**src/rtl/vl_beat_sequencer.sv**
```systemverilog
// Walks one vector operation (vl elements of width 8<<vsew bits) as a stream of
// DATA_WIDTH-wide beats with byte offset, tail byte-enables and first/last flags.
module vl_beat_sequencer #(
    parameter int VLEN       = 16384,
    parameter int VLMAX      = VLEN / 8,
    parameter int VL_BITS    = $clog2(VLMAX) + 1,
    parameter int DATA_WIDTH = 64,
    parameter int OFF_BITS   = VL_BITS + 3
) (
    input  logic                   clk,
    input  logic                   rst_n,
    input  logic                   start_valid,
    output logic                   start_ready,
    input  logic [VL_BITS-1:0]     vl_i,
    input  logic [2:0]             vsew_i,
    input  logic                   vill_i,
    output logic                   beat_valid,
    input  logic                   beat_ready,
    output logic [OFF_BITS-1:0]    beat_off,
    output logic [DATA_WIDTH/8-1:0] beat_be,
    output logic                   beat_first,
    output logic                   beat_last,
    output logic                   done
);

    localparam int DB = DATA_WIDTH / 8;
    localparam logic [OFF_BITS-1:0] DB_OFF = OFF_BITS'(DB);

    typedef enum logic [1:0] {
        ST_IDLE = 2'd0,
        ST_RUN  = 2'd1,
        ST_DONE = 2'd2
    } state_t;

    state_t              state_q;
    logic [OFF_BITS-1:0] nbytes_q;
    logic [OFF_BITS-1:0] off_q;
    logic [DB-1:0]       be_q;
    logic                valid_q;
    logic                first_q;
    logic                last_q;
    logic                done_q;

    logic [OFF_BITS-1:0] start_nbytes_d;
    logic                start_empty_d;
    logic [OFF_BITS-1:0] off_d;
    logic [OFF_BITS-1:0] rem_d;

    // Bytes still owed from the beat offset onwards, clipped to one beat.
    function automatic logic [DB-1:0] tail_be(input logic [OFF_BITS-1:0] rem);
        logic [DB-1:0] be;
        for (int i = 0; i < DB; i++) begin
            be[i] = (OFF_BITS'(i) < rem);
        end
        return be;
    endfunction

    function automatic logic is_last(input logic [OFF_BITS-1:0] rem);
        return (rem <= DB_OFF);
    endfunction

    always_comb begin
        start_nbytes_d = {3'b000, vl_i} << vsew_i[1:0];
        start_empty_d  = vill_i || vsew_i[2] || (vl_i == '0);
        off_d          = off_q + DB_OFF;
        rem_d          = nbytes_q - off_d;
    end

    always_ff @(posedge clk or negedge rst_n) begin
        if (!rst_n) begin
            state_q  <= ST_IDLE;
            nbytes_q <= '0;
            off_q    <= '0;
            be_q     <= '0;
            valid_q  <= 1'b0;
            first_q  <= 1'b0;
            last_q   <= 1'b0;
            done_q   <= 1'b0;
        end else begin
            case (state_q)
                ST_IDLE: begin
                    done_q <= 1'b0;
                    if (start_valid) begin
                        nbytes_q <= start_nbytes_d;
                        off_q    <= '0;
                        if (start_empty_d) begin
                            state_q <= ST_DONE;
                            done_q  <= 1'b1;
                        end else begin
                            state_q <= ST_RUN;
                            valid_q <= 1'b1;
                            first_q <= 1'b1;
                            last_q  <= is_last(start_nbytes_d);
                            be_q    <= tail_be(start_nbytes_d);
                        end
                    end
                end
                ST_RUN: begin
                    // Outputs only move on acceptance so a stalled beat stays stable.
                    if (beat_ready) begin
                        if (last_q) begin
                            state_q <= ST_DONE;
                            done_q  <= 1'b1;
                            valid_q <= 1'b0;
                            first_q <= 1'b0;
                            last_q  <= 1'b0;
                            be_q    <= '0;
                            off_q   <= '0;
                        end else begin
                            off_q   <= off_d;
                            first_q <= 1'b0;
                            last_q  <= is_last(rem_d);
                            be_q    <= tail_be(rem_d);
                        end
                    end
                end
                ST_DONE: begin
                    state_q <= ST_IDLE;
                    done_q  <= 1'b0;
                end
                default: begin
                    state_q <= ST_IDLE;
                    valid_q <= 1'b0;
                    done_q  <= 1'b0;
                end
            endcase
        end
    end

    assign start_ready = (state_q == ST_IDLE);
    assign beat_valid  = valid_q;
    assign beat_off    = off_q;
    assign beat_be     = be_q;
    assign beat_first  = first_q;
    assign beat_last   = last_q;
    assign done        = done_q;

endmodule
```
**config.mk**
```make
export PLATFORM = sky130hd
export DESIGN_NAME = vl_beat_sequencer
export DESIGN_NICKNAME = d
export VERILOG_FILES = /design/src/rtl/vl_beat_sequencer.sv
export SDC_FILE = /design/constraint.sdc
export NUM_CORES = 1
export LEC_CHECK = 0
export BUFFER_PORTS_ARGS = -buffer_cell sky130_fd_sc_hd__clkbuf_2
export CAP_MARGIN = 30
export CORE_MARGIN = 2
export CORE_UTILIZATION = 25
export CTS_CLUSTER_SIZE = 8
export DETAILED_ROUTE_END_ITERATION = 8
export PLACE_DENSITY = 0.47
export SLEW_MARGIN = 15
export SYNTH_ARGS = -nofsm -noshare
export SYNTH_HDL_FRONTEND = slang
export SYNTH_SLANG_ARGS = --single-unit
```
**constraint.sdc**
```tcl
create_clock -name clk -period 7.4 [get_ports clk]
set_input_delay 1.48 -clock clk [delete_from_list [all_inputs] [get_ports clk]]
set_output_delay 1.48 -clock clk [all_outputs]
set_load 0.05 [all_outputs]
```
## Yosys cells after proc, flatten, opt, wreduce, memory -nomap -nowiden

Index checks and enable logic that the tools add are counted.

| storage, ports and cells | value |
|---|---|
| register bits | 44 |
| input bits | 20 |
| output and inout port bits | 28 |
| word-level logic and storage cells | 78 |

| cells by class | value |
|---|---|
| $add $sub $neg | 2 |
| magnitude comparators | 18 |
| eq/ne operators | 6 |
| shifts and indexed selects | 1 |
| multiplexer cells | 31 |
| bitwise logic cells | 1 |
| reduce and logical (&&, ||, !) cells | 11 |

Operators with widths:

| cell | number |
|---|---|
| $lt A3 B15 Y1 const A | 8 |
| $lt A1 B15 Y1 const A | 4 |
| $lt A2 B15 Y1 const A | 4 |
| $mux W15 | 3 |
| $mux W8 | 4 |
| $le A15 B4 Y1 const B | 2 |
| $pmux W15 S2 | 1 |
| $pmux W8 S2 | 1 |
| $add A15 B4 Y15 const B | 1 |
| $shl A12 B2 Y15 | 1 |
| $sub A15 B15 Y15 | 1 |
| $mux W1 | 13 |
| $logic_not A12 Y1 | 1 |
| $mux W2 | 4 |
| $ne A2 B2 Y1 const B | 4 |
| $pmux W1 S2 | 3 |
| $reduce_and A3 Y1 | 2 |
| $reduce_and A5 Y1 | 1 |
| $pmux W2 S2 | 1 |
| $reduce_and A2 Y1 | 2 |
| $reduce_and A4 Y1 | 1 |
| $pmux W1 S3 | 1 |
| $eq A2 B1 Y1 const B | 1 |
| $eq A2 B2 Y1 const B | 1 |
| 4 further kinds | 5 |

## Depth between registers and ports, before layout

| depth | value |
|---|---|
| depth after elaboration | 6 |
| gate-level depth with buffers | 13 |
| gate-level depth less buffers | 12 |

## Worst setup path after synthesis

Ideal clock, no wire load.

| timing path | value |
|---|---|
| path kind | in2reg |
| from | input vsew_i[0] |
| to | register be_q[0], in the netlist beat_be[0] |
| data arrival time | 3,499 ps |
| data required time | 7,260 ps |
| path slack | 3,761 ps |
| stages | 9 |
| buffers on the path | 2 |
| cells stage by stage | buf_6 -> mux4_1 -> nor4_1 -> nand4_1 -> or3b_4 -> and2_4 -> buf_6 -> o32ai_1 -> a21oi_1 |

| on the way | value |
|---|---|
| longest elaborated chain between the ends | 5 |

Ends and longest elaborated chain:

| element | line | RTL |
|---|---|---|
| start, declared | 15 | `input logic [2:0] vsew_i,` |
| $shl A12 B2 Y15 | 63 | `start_nbytes_d = {3'b000, vl_i} << vsew_i[1:0];` |
| $lt A1 B15 Y1 | 53 | `be[i] = (OFF_BITS'(i) < rem);` |
| $mux W8 | 86 | `if (start_empty_d) begin` |
| $mux W8 | 83 | `if (start_valid) begin` |
| $pmux W8 S2 | 80 | `case (state_q)` |
| end signal, assigned | 94 | `be_q <= tail_be(start_nbytes_d);` |
| end signal, assigned | 113 | `be_q <= tail_be(rem_d);` |
| end, declared | 38 | `logic [DB-1:0] be_q;` |

Every way passes these cells. The select of a mux whose other input is x is not followed.
A chain may end at the register's enable or synchronous reset.

## Final worst setup path

Ends and elaborated chain as after synthesis.

==> flow_summary.ini <==
[global_route]
grt_pass1_vias = 2626
grt-ovfl-total = 0
grt_usage_pct = 12.9
antenna_found_initial = 0
grt_pass1_wl_mm = 13.8
grt_max_degree = 42

[synthesis]
synth_cell_types = 63
ys_seq_elements = 41
ys.warnings.count = 0
syn_area_sq_mm = 0.00317
synthCells = 346
synth_edf_count = 0
avgSynthCellArea_sq_um = 9.15
synth_flop_cell = dfrtp_1
synth-seq-area-share_pct = 32.4
async_flop_share_pct = 100

[placed_design]
portBuffers = 44
dp_hpwl_mm = 6.40
dp.cells = 546
finalWeightedCongestion = 0.803

[floorplanning]
die_w_um = 117
io-pin-count = 48
rows = 41
die_y_um = 117
die_area_sq_mm = 0.0136
initial_utilization_pct = 25.4
core_area_sq_mm = 0.0125

[layout]
multi_input_area_sq_mm = 0.00200
layout.cells.non_filler = 554
synthToLayoutAreaGrowth_pct = 15.1
drive_above_1_share_pct = 20.9
layout.nets = 415
final-seq-area_sq_mm = 0.00103
diodes = 0
final.fill_count = 1345

[detailed_routing]
vias = 2699
post_drt_via_cell_ratio = 4.87
first_pass_iters = 4
routed_wl_mm = 8.26
wl_per_cell_um = 14.9
detailedRoute.firstIterationViolations = 142
ant_nets = 0
drc = 0

[clock_network]
clk_pin_slew_ns = 0.07
cts-htree-levels = 2
cts_resized = 0
cts_sinks = 41
root_buffer = clkbuf_16
clk_path_buf_depth = 2
cts_tree = built
ctsHoldBuffers = 0
cts_inserted_buffers = 5
worstSkewPairLatency_ns = 0.29
cts_setup_buffers = 0

[sta]
final.setup.tns_ns = 0
finalSetupViolCount = 0
final_hold_viol_count = 0
period_share_pct = 51.8
max_slew_margin_pct = 51.9
final_max_slew_viol_count = 0
tightest_slew_ns = 0.719
rsz0062_at_grt = no
period_minus_slack_ns = 3.83
fin_skew_ns = 0.00753
max_freq_ghz = 0.261

[power]
p_comb_share_pct = 54.1
swShare_pct = 47.2
powerDensity_mw_per_mm2 = 340
seqPwrFrac_pct = 28.1
intPower_w = 0.000654
p_leak_nw = 1.50
power.switching_w = 0.000585
irDropWorstVdd_mv = 0.183
power_frac_clock_pct = 17.8

[worst_setup_path]
startpoint_type = input pin
startpoint = vsew_i[0]
required_ns = 7.55
reg2reg_slack_ns = 3.74
reg2regPathDepth = 11
critPathMaxFanout = 23
crit_type = in2reg
r2r-end = beat_be[6]
worstSetupEndpointType = flop
cp.arrival_ns = 3.98
reg2reg_from = beat_off[3]

[flow_run]
max_cap_violations = 0

[worst_hold_path]
whs_path_depth = 1
hp-class = reg2reg
min_from = beat_first
hold_end = beat_first

[outcome]
status = finished, final reports clean
[routing by layer]
layer  track usage (%)  vias to the layer above  wire [um]
met4              2.86                        0         51
met1              19.2                     1272       4340
met2              19.4                       56       3560
met5                 0                        -          0
li1                  -                     1366          -
met3              2.49                        5        310
[worst max-delay path by stage]
stage / to / slack (ns) / cells after the start
after CTS: beat_be[0] / 3.56 / 8
after detailed placement: beat_be[0] / 3.26 / 8
final: beat_be[0] / 3.57 / 8
after global placement: beat_be[0] / 3.28 / 8
after global routing: beat_last / 3.34 / 12
after floorplan: beat_be[0] / 3.76 / 9
[power groups by stage]
stage | clock (W) | combinational [W] | sequential, W
2_1_floorplan | 0 | 0.000445 | 0.000435
3_3_place_gp | 0 | 0.000668 | 0.000353
3_5_place_dp | 0 | 0.000671 | 0.000354
4_1_cts | 0.000227 | 0.000674 | 0.000350
5_1_grt | 0.000237 | 0.000744 | 0.000360
6_report | 0.000221 | 0.000670 | 0.000349
[state kept, by name (all words and copies together) (netlist names)]
register    cells
nbytes_q       15
beat_off       12
beat_be         8
state_q         2
beat_first      1
beat_last       1
beat_valid      1
done            1
[worst max-delay path, cell delays in order]
cell      delay [ns]
clkbuf_2        0.41
mux4_1          0.65
nor4_1          0.27
nand4_1         0.18
or3b_4          0.43
and2_4          0.21
o32ai_1         0.28
a21oi_1         0.06
[cell usage after synthesis, types with 2 or more instances]
library cell / instances / share of area, %
inv_1: 8 / 0.95
a31oi_1: 3 / 0.59
o22ai_1: 6 / 1.2
nand3_1: 18 / 2.8
o32ai_1: 2 / 0.55
nand2b_1: 3 / 0.59
nor2_1: 25 / 3.0
buf_4: 6 / 1.4
or2_2: 2 / 0.40
mux4_1: 4 / 3.3
o211ai_1: 5 / 1.2
o31ai_1: 6 / 1.4
mux2i_1: 4 / 1.3
o21ai_1: 2 / 0.32
mux4_2: 4 / 2.8
o21a_1: 5 / 1.2
nor3b_1: 2 / 0.47
or4_1: 2 / 0.47
a21oi_1: 20 / 3.2
a211o_1: 3 / 0.83
o21ai_0: 29 / 4.6
buf_6: 3 / 1.1
xor2_1: 9 / 2.5
and3_1: 8 / 1.6
and2_1: 3 / 0.59
clkbuf_1: 9 / 1.1
a21o_1: 4 / 0.95
dfrtp_1: 41 / 32
a211oi_1: 3 / 0.71
conb_1: 2 / 0.24
nor2b_1: 2 / 0.40
nand2_1: 30 / 3.6
xnor2_1: 7 / 1.9
nor3_1: 5 / 0.79
nor4_1: 6 / 1.2
nand4_1: 2 / 0.40
mux2_2: 12 / 4.3
nand3b_1: 3 / 0.71
ha_1: 14 / 5.5
[area by class of cell]
cell class	count	share of cell area, %
clock buffer	6	3.54
clock inverter	2	0.412
inverter	8	0.824
multi-input combinational	280	54.9
sequential	41	28.2
tap	172	5.91
timing repair buffer	45	6.25
[kinds of logic (layout without fill, tap and decap cells)]
logic type	after synthesis	in the layout	synth area share [%]
AND/OR/NAND/NOR	119	119	19.8
AO/OA/AOI/OAI	101	101	20.7
flip-flops	41	41	32.4
buffers and inverters	28	61	4.78
multiplexers	25	25	12.1
XOR/XNOR	16	16	4.43
adder cells (fa/ha/maj)	14	14	5.53
other	2	5	0.237
[layout by cell type (no fill, tap or decap), types with 3 or more instances in the layout]
| cell type | instances |
|---|---|
| a211oi_1 | 3 |
| nand2_1 | 30 |
| o21ai_0 | 29 |
| and3_1 | 8 |
| o21a_1 | 5 |
| mux4_2 | 4 |
| conb_1 | 5 |
| o211ai_1 | 5 |
| inv_1 | 8 |
| a21o_1 | 4 |
| nor2_1 | 25 |
| mux2_2 | 12 |
| ha_1 | 14 |
| dfrtp_1 | 41 |
| nor4_1 | 6 |
| mux4_1 | 4 |
| a211o_1 | 3 |
| a21oi_1 | 20 |
| nand2b_1 | 3 |
| o22ai_1 | 6 |
| and2_1 | 3 |
| mux2i_1 | 4 |
| nand3_1 | 18 |
| a31oi_1 | 3 |
| xor2_1 | 9 |
| nand3b_1 | 3 |
| xnor2_1 | 7 |
| o31ai_1 | 6 |
| nor3_1 | 5 |
| clkbuf_16 | 5 |
| clkbuf_2 | 44 |
[stage by stage]
| step | cell area, sq um | setup slack (ns) | power, W | utilization, % | hold WS (ns) |
|---|---|---|---|---|---|
| 2_1_floorplan | 3180 | 3.76 | 0.000879 | - | 0.455 |
| 3_5_place_dp | 3500 | 3.26 | 0.00102 | 28.1 | 0.484 |
| 6_report | 3640 | 3.57 | 0.00124 | 29.2 | 0.507 |
| 4_1_cts | 3640 | 3.56 | 0.00125 | 29.2 | 0.512 |
| 5_1_grt | 3640 | 3.34 | 0.00134 | 29.2 | 0.529 |
| 3_3_place_gp | 3500 | 3.28 | 0.00102 | 28.1 | 0.481 |
Power figures use the tool's default switching activity.
